**config.mk**
```make
export PLATFORM = sky130hd
export DESIGN_NAME = decode_execute_skid_reg
export DESIGN_NICKNAME = d
export VERILOG_FILES = /design/src/rtl/decode_execute_skid_reg.sv
export SDC_FILE = /design/constraint.sdc
export NUM_CORES = 1
export LEC_CHECK = 0
export CAP_MARGIN = 20
export CORE_UTILIZATION = 47
export CTS_CLUSTER_SIZE = 16
export DETAILED_ROUTE_END_ITERATION = 12
export GPL_ROUTABILITY_DRIVEN = 0
export PLACE_DENSITY = 0.77
export SLEW_MARGIN = 20
export SYNTH_ARGS = -nofsm -noshare
export SYNTH_HDL_FRONTEND = slang
export SYNTH_SLANG_ARGS = --single-unit
```
**constraint.sdc**
```tcl
create_clock -name clk -period 15.8 [get_ports clk]
set_clock_uncertainty 0.05 [all_clocks]
set_input_delay 4.74 -clock clk [delete_from_list [all_inputs] [get_ports clk]]
set_output_delay 4.74 -clock clk [all_outputs]
set_load 0.03 [all_outputs]
```
**src/rtl/decode_execute_skid_reg.sv**
```systemverilog
// decode_execute_skid_reg
//   Decode->execute pipeline register with a valid/ready handshake and a
//   2-entry skid (MAIN drives e_*, SKID catches one beat while execute stalls).
//   d_ready depends only on local state, so execute back-pressure never reaches
//   decode combinationally. Empty slots present an all-zero NOP payload.
//   Optional build macro: LOAD_USE_STALL_EN adds a load-use hazard stall
//   checked against the MAIN entry; without it hazard_stall is tied low.
module decode_execute_skid_reg #(
  parameter int XLEN     = 32,
  parameter int RA_W     = 5,
  parameter int CTRL_W   = 10,
  parameter int LOAD_BIT = 7
) (
  input  logic              clk,
  input  logic              reset,
  input  logic              flush,
  input  logic              d_valid,
  output logic              d_ready,
  input  logic [CTRL_W-1:0] d_ctrl,
  input  logic [XLEN-1:0]   d_rd1,
  input  logic [XLEN-1:0]   d_rd2,
  input  logic [XLEN-1:0]   d_pc,
  input  logic [XLEN-1:0]   d_pcplus4,
  input  logic [XLEN-1:0]   d_imm,
  input  logic [RA_W-1:0]   d_rs1,
  input  logic [RA_W-1:0]   d_rs2,
  input  logic [RA_W-1:0]   d_rd,
  output logic              e_valid,
  input  logic              e_ready,
  output logic [CTRL_W-1:0] e_ctrl,
  output logic [XLEN-1:0]   e_rd1,
  output logic [XLEN-1:0]   e_rd2,
  output logic [XLEN-1:0]   e_pc,
  output logic [XLEN-1:0]   e_pcplus4,
  output logic [XLEN-1:0]   e_imm,
  output logic [RA_W-1:0]   e_rs1,
  output logic [RA_W-1:0]   e_rs2,
  output logic [RA_W-1:0]   e_rd,
  output logic              hazard_stall
);

  localparam int PW = CTRL_W + 5 * XLEN + 3 * RA_W;

  localparam logic [1:0] ST_EMPTY = 2'd0;
  localparam logic [1:0] ST_FULL  = 2'd1;
  localparam logic [1:0] ST_SKID  = 2'd2;

  if (LOAD_BIT >= CTRL_W) begin : g_load_bit_range
    $error("LOAD_BIT must index inside the control bundle");
  end

  logic [1:0]    state_q, state_d;
  logic          e_valid_q, e_valid_d;
  logic [PW-1:0] main_q, main_d;
  logic [PW-1:0] skid_q, skid_d;
  logic [PW-1:0] d_payload;
  logic          acc, pop;

  assign d_payload = {d_ctrl, d_rd1, d_rd2, d_pc, d_pcplus4, d_imm, d_rs1, d_rs2, d_rd};
  assign {e_ctrl, e_rd1, e_rd2, e_pc, e_pcplus4, e_imm, e_rs1, e_rs2, e_rd} = main_q;
  assign e_valid = e_valid_q;

`ifdef LOAD_USE_STALL_EN
  // Load-use stall: the load sitting in MAIN writes a register decode wants to read.
  always_comb begin
    hazard_stall = e_valid_q & e_ctrl[LOAD_BIT] & (e_rd != '0) & d_valid &
                   ((d_rs1 == e_rd) | (d_rs2 == e_rd));
  end
`else
  assign hazard_stall = 1'b0;
`endif

  assign d_ready = (state_q != ST_SKID) & ~hazard_stall;
  assign acc     = d_valid & d_ready & ~flush;
  assign pop     = e_valid_q & e_ready;

  // Next-state and payload steering for the MAIN/SKID pair.
  always_comb begin
    state_d = state_q;
    main_d  = main_q;
    skid_d  = skid_q;
    unique case (state_q)
      ST_EMPTY: begin
        if (acc) begin
          state_d = ST_FULL;
          main_d  = d_payload;
        end
      end
      ST_FULL: begin
        if (pop && acc) begin
          main_d = d_payload;
        end else if (pop) begin
          state_d = ST_EMPTY;
        end else if (acc) begin
          state_d = ST_SKID;
          skid_d  = d_payload;
        end
      end
      ST_SKID: begin
        if (pop) begin
          state_d = ST_FULL;
          main_d  = skid_q;
          skid_d  = '0;
        end
      end
      default: begin
        state_d = ST_EMPTY;
        skid_d  = '0;
      end
    endcase
    if (flush) begin
      state_d = ST_EMPTY;
      skid_d  = '0;
    end
    // An empty MAIN must read as a NOP bubble downstream.
    if (state_d == ST_EMPTY) begin
      main_d = '0;
    end
    e_valid_d = (state_d != ST_EMPTY);
  end

  // State, valid and payload registers; reset returns to an empty NOP slot.
  always_ff @(posedge clk or posedge reset) begin
    if (reset) begin
      state_q   <= ST_EMPTY;
      e_valid_q <= 1'b0;
      main_q    <= '0;
      skid_q    <= '0;
    end else begin
      state_q   <= state_d;
      e_valid_q <= e_valid_d;
      main_q    <= main_d;
      skid_q    <= skid_d;
    end
  end

endmodule

```
== Yosys cells after proc, flatten, opt, wreduce, memory -nomap -nowiden ==
Index checks and enable logic that the tools add are counted.

* Register bits after elaboration: 373
* Input port bits: 190

* Equal/unequal tests: 11
* Muxes and demuxes: 17
* Bitwise operators: 4
* Reduce and logical (&&, ||, !) cells: 7

{| class="wikitable"
|+ Operator list
! kind !! number
|-
| 2-to-1 mux 185 bit || 8
|-
| case mux 185 bit (3 select lines) || 2
|-
| != test 3 bit (second input constant) || 7
|-
| 2-to-1 mux 2 bit || 6
|-
| case mux 2 bit (3 select lines) || 1
|-
| AND reduction 5 bit || 1
|-
| zero test 2 bit || 2
|-
| != test 2 bit (second input constant) || 2
|-
| AND reduction 4 bit || 1
|-
| nonzero test 4 bit || 1
|-
| AND 1 bit || 3
|-
| equality test 2 x 1 -> 1 bit (second input constant) || 1
|-
| equality test 2 bit (second input constant) || 1
|-
| nonzero test 2 bit || 1
|-
| logical AND 1 bit || 1
|-
| NOT 1 bit || 1
|}

== Logic depth before layout (Yosys ltp) ==
* Depth in word-level cells: 11
* Gate-level depth with buffers: 10
* Depth with buffers taken out: 6

== Worst setup path before layout ==
OpenSTA, ideal clock, no wires.

* Path type: reg-to-output
* From: register state_q[0]
* To: output d_ready
* Arrival time: 1.811 ns
* Data required time: 11.010 ns
* Slack: 9.199 ns
* Cell stages (with the launch flop): 7
* Path buffers: 3
* Path through: dfrtp_1 -> inv_1 -> ha_1 -> buf_2 -> buf_2 -> buf_1 -> inv_1

* Word-level cells in the longest chain between the ends: 1

{| class="wikitable"
|+ RTL lines
! item !! line !! RTL
|-
| from (decl) || 52 || <nowiki>logic [1:0] state_q, state_d;</nowiki>
|-
| from (signal assigned) || 130 || <nowiki>state_q <= state_d;</nowiki>
|-
| != test 2 bit || 73 || <nowiki>assign d_ready = (state_q != ST_SKID) & ~hazard_stall;</nowiki>
|-
| to (decl) || 18 || <nowiki>output logic d_ready,</nowiki>
|}

No other way between the ends.

== Worst setup path in the final report ==
* From: input flush
* To: register main_q[78]

* Word-level cells in the longest chain between the ends: 10

{| class="wikitable"
|+ RTL lines
! item !! line !! RTL
|-
| from (decl) || 16 || <nowiki>input logic flush,</nowiki>
|-
| NOT 1 bit || 74 || <nowiki>assign acc = d_valid & d_ready & ~flush;</nowiki>
|-
| AND 1 bit || 74 ||
|-
| 2-to-1 mux 2 bit || 94 || <nowiki>end else if (acc) begin</nowiki>
|-
| 2-to-1 mux 2 bit || 92 || <nowiki>end else if (pop) begin</nowiki>
|-
| 2-to-1 mux 2 bit || 90 || <nowiki>if (pop && acc) begin</nowiki>
|-
| case mux 2 bit (3 select lines) || 82 || <nowiki>unique case (state_q)</nowiki>
|-
| 2-to-1 mux 2 bit || 111 || <nowiki>if (flush) begin</nowiki>
|-
| zero test 2 bit || 116 || <nowiki>if (state_d == ST_EMPTY) begin</nowiki>
|-
| != test 3 bit (no line) or nonzero test 4 bit (tied branches) || -- ||
|-
| AND reduction 4 bit (no line) || -- ||
|-
| to (signal assigned) || 132 || <nowiki>main_q <= main_d;</nowiki>
|-
| to (decl) || 54 || <nowiki>logic [PW-1:0] main_q, main_d;</nowiki>
|}

Several ways; a longest one is shown, not always the timed one.
A chain may end at the register's enable or synchronous reset.

==> reports/results.tsv <==
metric	value	unit
status	complete, no violations	
timing.max_cap.violations	0	
setup.worst_path.end_class	register	
library_cell_with_the_largest_summed_area_after_synthesis	dfrtp_1	
p_seq_share	42.2	%
worst_slew_pin_slew	1.21	ns
syn_area_per_cell	10.7	µm²
yosys_register_bits	373	
drtAntennaViolNets	0	
syn2layout_area_growth	29.7	%
routed_wirelength	51500	µm
synth.net_count	1878	
io_pins	378	
synth_cell_types	28	
regToRegEndpoint	main_q[78]	
fmaxAchievable	126	MHz
detailed_place.area	21900	µm²
switching_share	27.8	%
synthesis.area	18000	µm²
row_count	71	
startpoint_type	input pin	
synthesis.yosys.warnings	0	
worstSetupStartpoint	flush	
postLayoutSetupSlackWorst	7.86	ns
drt_pass1_iterations	5	
floorplan.initialDensity	47.7	%
final.setup.tns	0	ns
cts_setup_buffers	0	
finalInstanceArea	23300	µm²
pwr-share-clk	40.4	%
seq_area_frac_synth	51.9	%
dpl_cells	2424	
cellInternalPower	1.73	mW
fill_cells	3068	
die_area	39000	µm²
place_worst_setup_slack	6.96	ns
grt_pass1_wl	80200	µm
slew-limit-headroom	19.5	%
post_synth_main_area_contributors	dfrtp_1 52%, mux2i_1 21%, a221oi_1 9.0%, a21oi_1 5.3%, inv_1 4.0%	
worst_ep_arrival_time	8.24	ns
clock_tree_from_tritoncts	done	
drt-wirelength-per-cell	20.6	µm
holdBufCountCts	0	
via_count	14400	
power.net_switching	666	µW
drtIter0Drc	965	
total_number_of_nets_in_the_final_design	2152	
leftover_overflow_at_the_end_of_global_routing	0	
synth_cells	1684	
async_flop_share	100	%
layout-drive-gt1-share	4.93	%
hold_slack	0.469	ns
cts-htree-levels	2	
clk_pin_slew	0.06	ns
numPortBuffers	376	
final_core_utilization	61.9	%
r2r_cells	7	
holdCritPathClass	register to register	
combPwrFrac	17.4	%
die_x	198	µm
design.core.area	37700	µm²
grt_antenna_before_repair	4	
vdd.ir_drop.worst	0.0710	mV
clock_tree.buffer_depth	3	
crit_fanout	86	
area.sequential	9330	µm²
synth_edf_count	0	
finalHoldViolCount	0	
cp.required	16.10	ns
reg2reg_from	state_q[0]	
synthTopCellsByCount	373 x dfrtp_1, 370 x mux2i_1, 190 x inv_1, 189 x a21oi_1, 187 x nand2_1	
synth.most_common_cell	dfrtp_1	
number_of_cts_inserted_buffers	41	
multi_input_comb_area	7240	µm²
clkSinkCount	373	
timing.final.setup_violations	0	
post-route-drc-count	0	
post-route-min-period	7.94	ns
grt_pass1_vias	14700	
rsz0062_at_grt	false	
overall_global_routing_resource_usage	25.6	%
dpl.hpwl	29500	µm
synth_top_flop_cell	dfrtp_1	
post_cts_resize_count	0	
route.detailed.vias_per_inst	5.76	
total_leakage_power	9.54	nW
slew_violations	0	
cts_root_buffer	clkbuf_16	
critical_path_class	input pin to register	
synth_top_area_share	51.9	%
endpoint	main_q[78]	
grt_start_max_net_pins	186	
worst_skew_pair.late_latency	0.53	ns
final-instance-count-excl-fill	2503	
period_share	50.2	%
power.total	2.39	mW
power_per_cell_area	103	nW/µm²
die_height	198	µm
setup_slack_on_the_worst_flop_to_flop_path	11.63	ns
[cells by family (layout without fill, tap and decap cells)]
kind of cell	count (synthesis)	count (layout)	synth area share [%]
AO/OA/AOI/OAI	383	383	14.8
other	1	5	0.0209
AND/OR/NAND/NOR	197	197	4.25
buffers and inverters	356	660	8.11
multiplexers	370	370	20.6
flip-flops	373	373	51.9
adder cells (fa/ha/maj)	4	4	0.278
[worst min path at each step]
stage | to | start | cells past startpoint | slack [ns]
6_report | skid_q[80] | skid_q[80] | 2 | 0.47
5_1_grt | skid_q[59] | skid_q[59] | 2 | 0.48
4_1_cts | skid_q[52] | skid_q[52] | 2 | 0.47
3_5_place_dp | skid_q[56] | skid_q[56] | 2 | 0.46
3_3_place_gp | skid_q[47] | skid_q[47] | 2 | 0.46
2_1_floorplan | skid_q[0] | skid_q[0] | 2 | 0.45
[area by class of cell]
| cell class | instances | area share [%] |
|---|---|---|
| Sequential cell | 373 | 40.0 |
| Multi-Input combinational cell | 955 | 31.1 |
| Timing Repair Buffer | 396 | 17.2 |
| Clock buffer | 59 | 5.30 |
| Inverter | 191 | 3.11 |
| Tap cell | 511 | 2.74 |
| Clock inverter | 14 | 0.531 |
| Antenna cell | 4 | 0.0429 |
[registers in the layout, indices dropped and copies added (netlist names)]
name,cells
e_valid,1
skid_q,185
state_q,2
main_q,185
[metal layers]
metal | track usage (%) | vias to the layer above | part of all wire, %
met5 | 0 | - | 0
met4 | 8.64 | 0 | 2.8
met3 | 6.73 | 104 | 8.6
met2 | 41.1 | 579 | 47
met1 | 33.5 | 7250 | 41
li1 | - | 6484 | -
[power by group through the flow]
| stage | logic, mW | registers (mW) | clock network, mW |
|---|---|---|---|
| final | 0.417 | 1.01 | 0.966 |
| after floorplan | 0.216 | 1.06 | 0 |
| after detailed placement | 0.410 | 1.03 | 0 |
| after global routing | 0.445 | 1.01 | 1.02 |
| after CTS | 0.413 | 1.01 | 0.984 |
| after global placement | 0.404 | 1.03 | 0 |
[critical path, cell delays in order]
cell	delay (ns)
clkdlybuf4s50_1	0.57
or3b_1	0.56
and4_1	0.28
o31ai_4	0.83
buf_4	0.87
a221oi_1	0.24
[layout by cell type, fill, tap and decap left out, drive strengths merged, types with 3 or more instances in the layout]
cell type / synthesis / layout
clkbuf: 66 / 59
inv: 191 / 192
mux2i: 370 / 370
ha: 4 / 4
nor2: 3 / 3
clkdlybuf4s50: 0 / 376
dfrtp: 373 / 373
clkinv: 0 / 11
a221oi: 185 / 185
nand2: 187 / 187
a21oi: 189 / 189
diode: 0 / 4
buf: 99 / 20
Power figures use the tool's default switching activity.
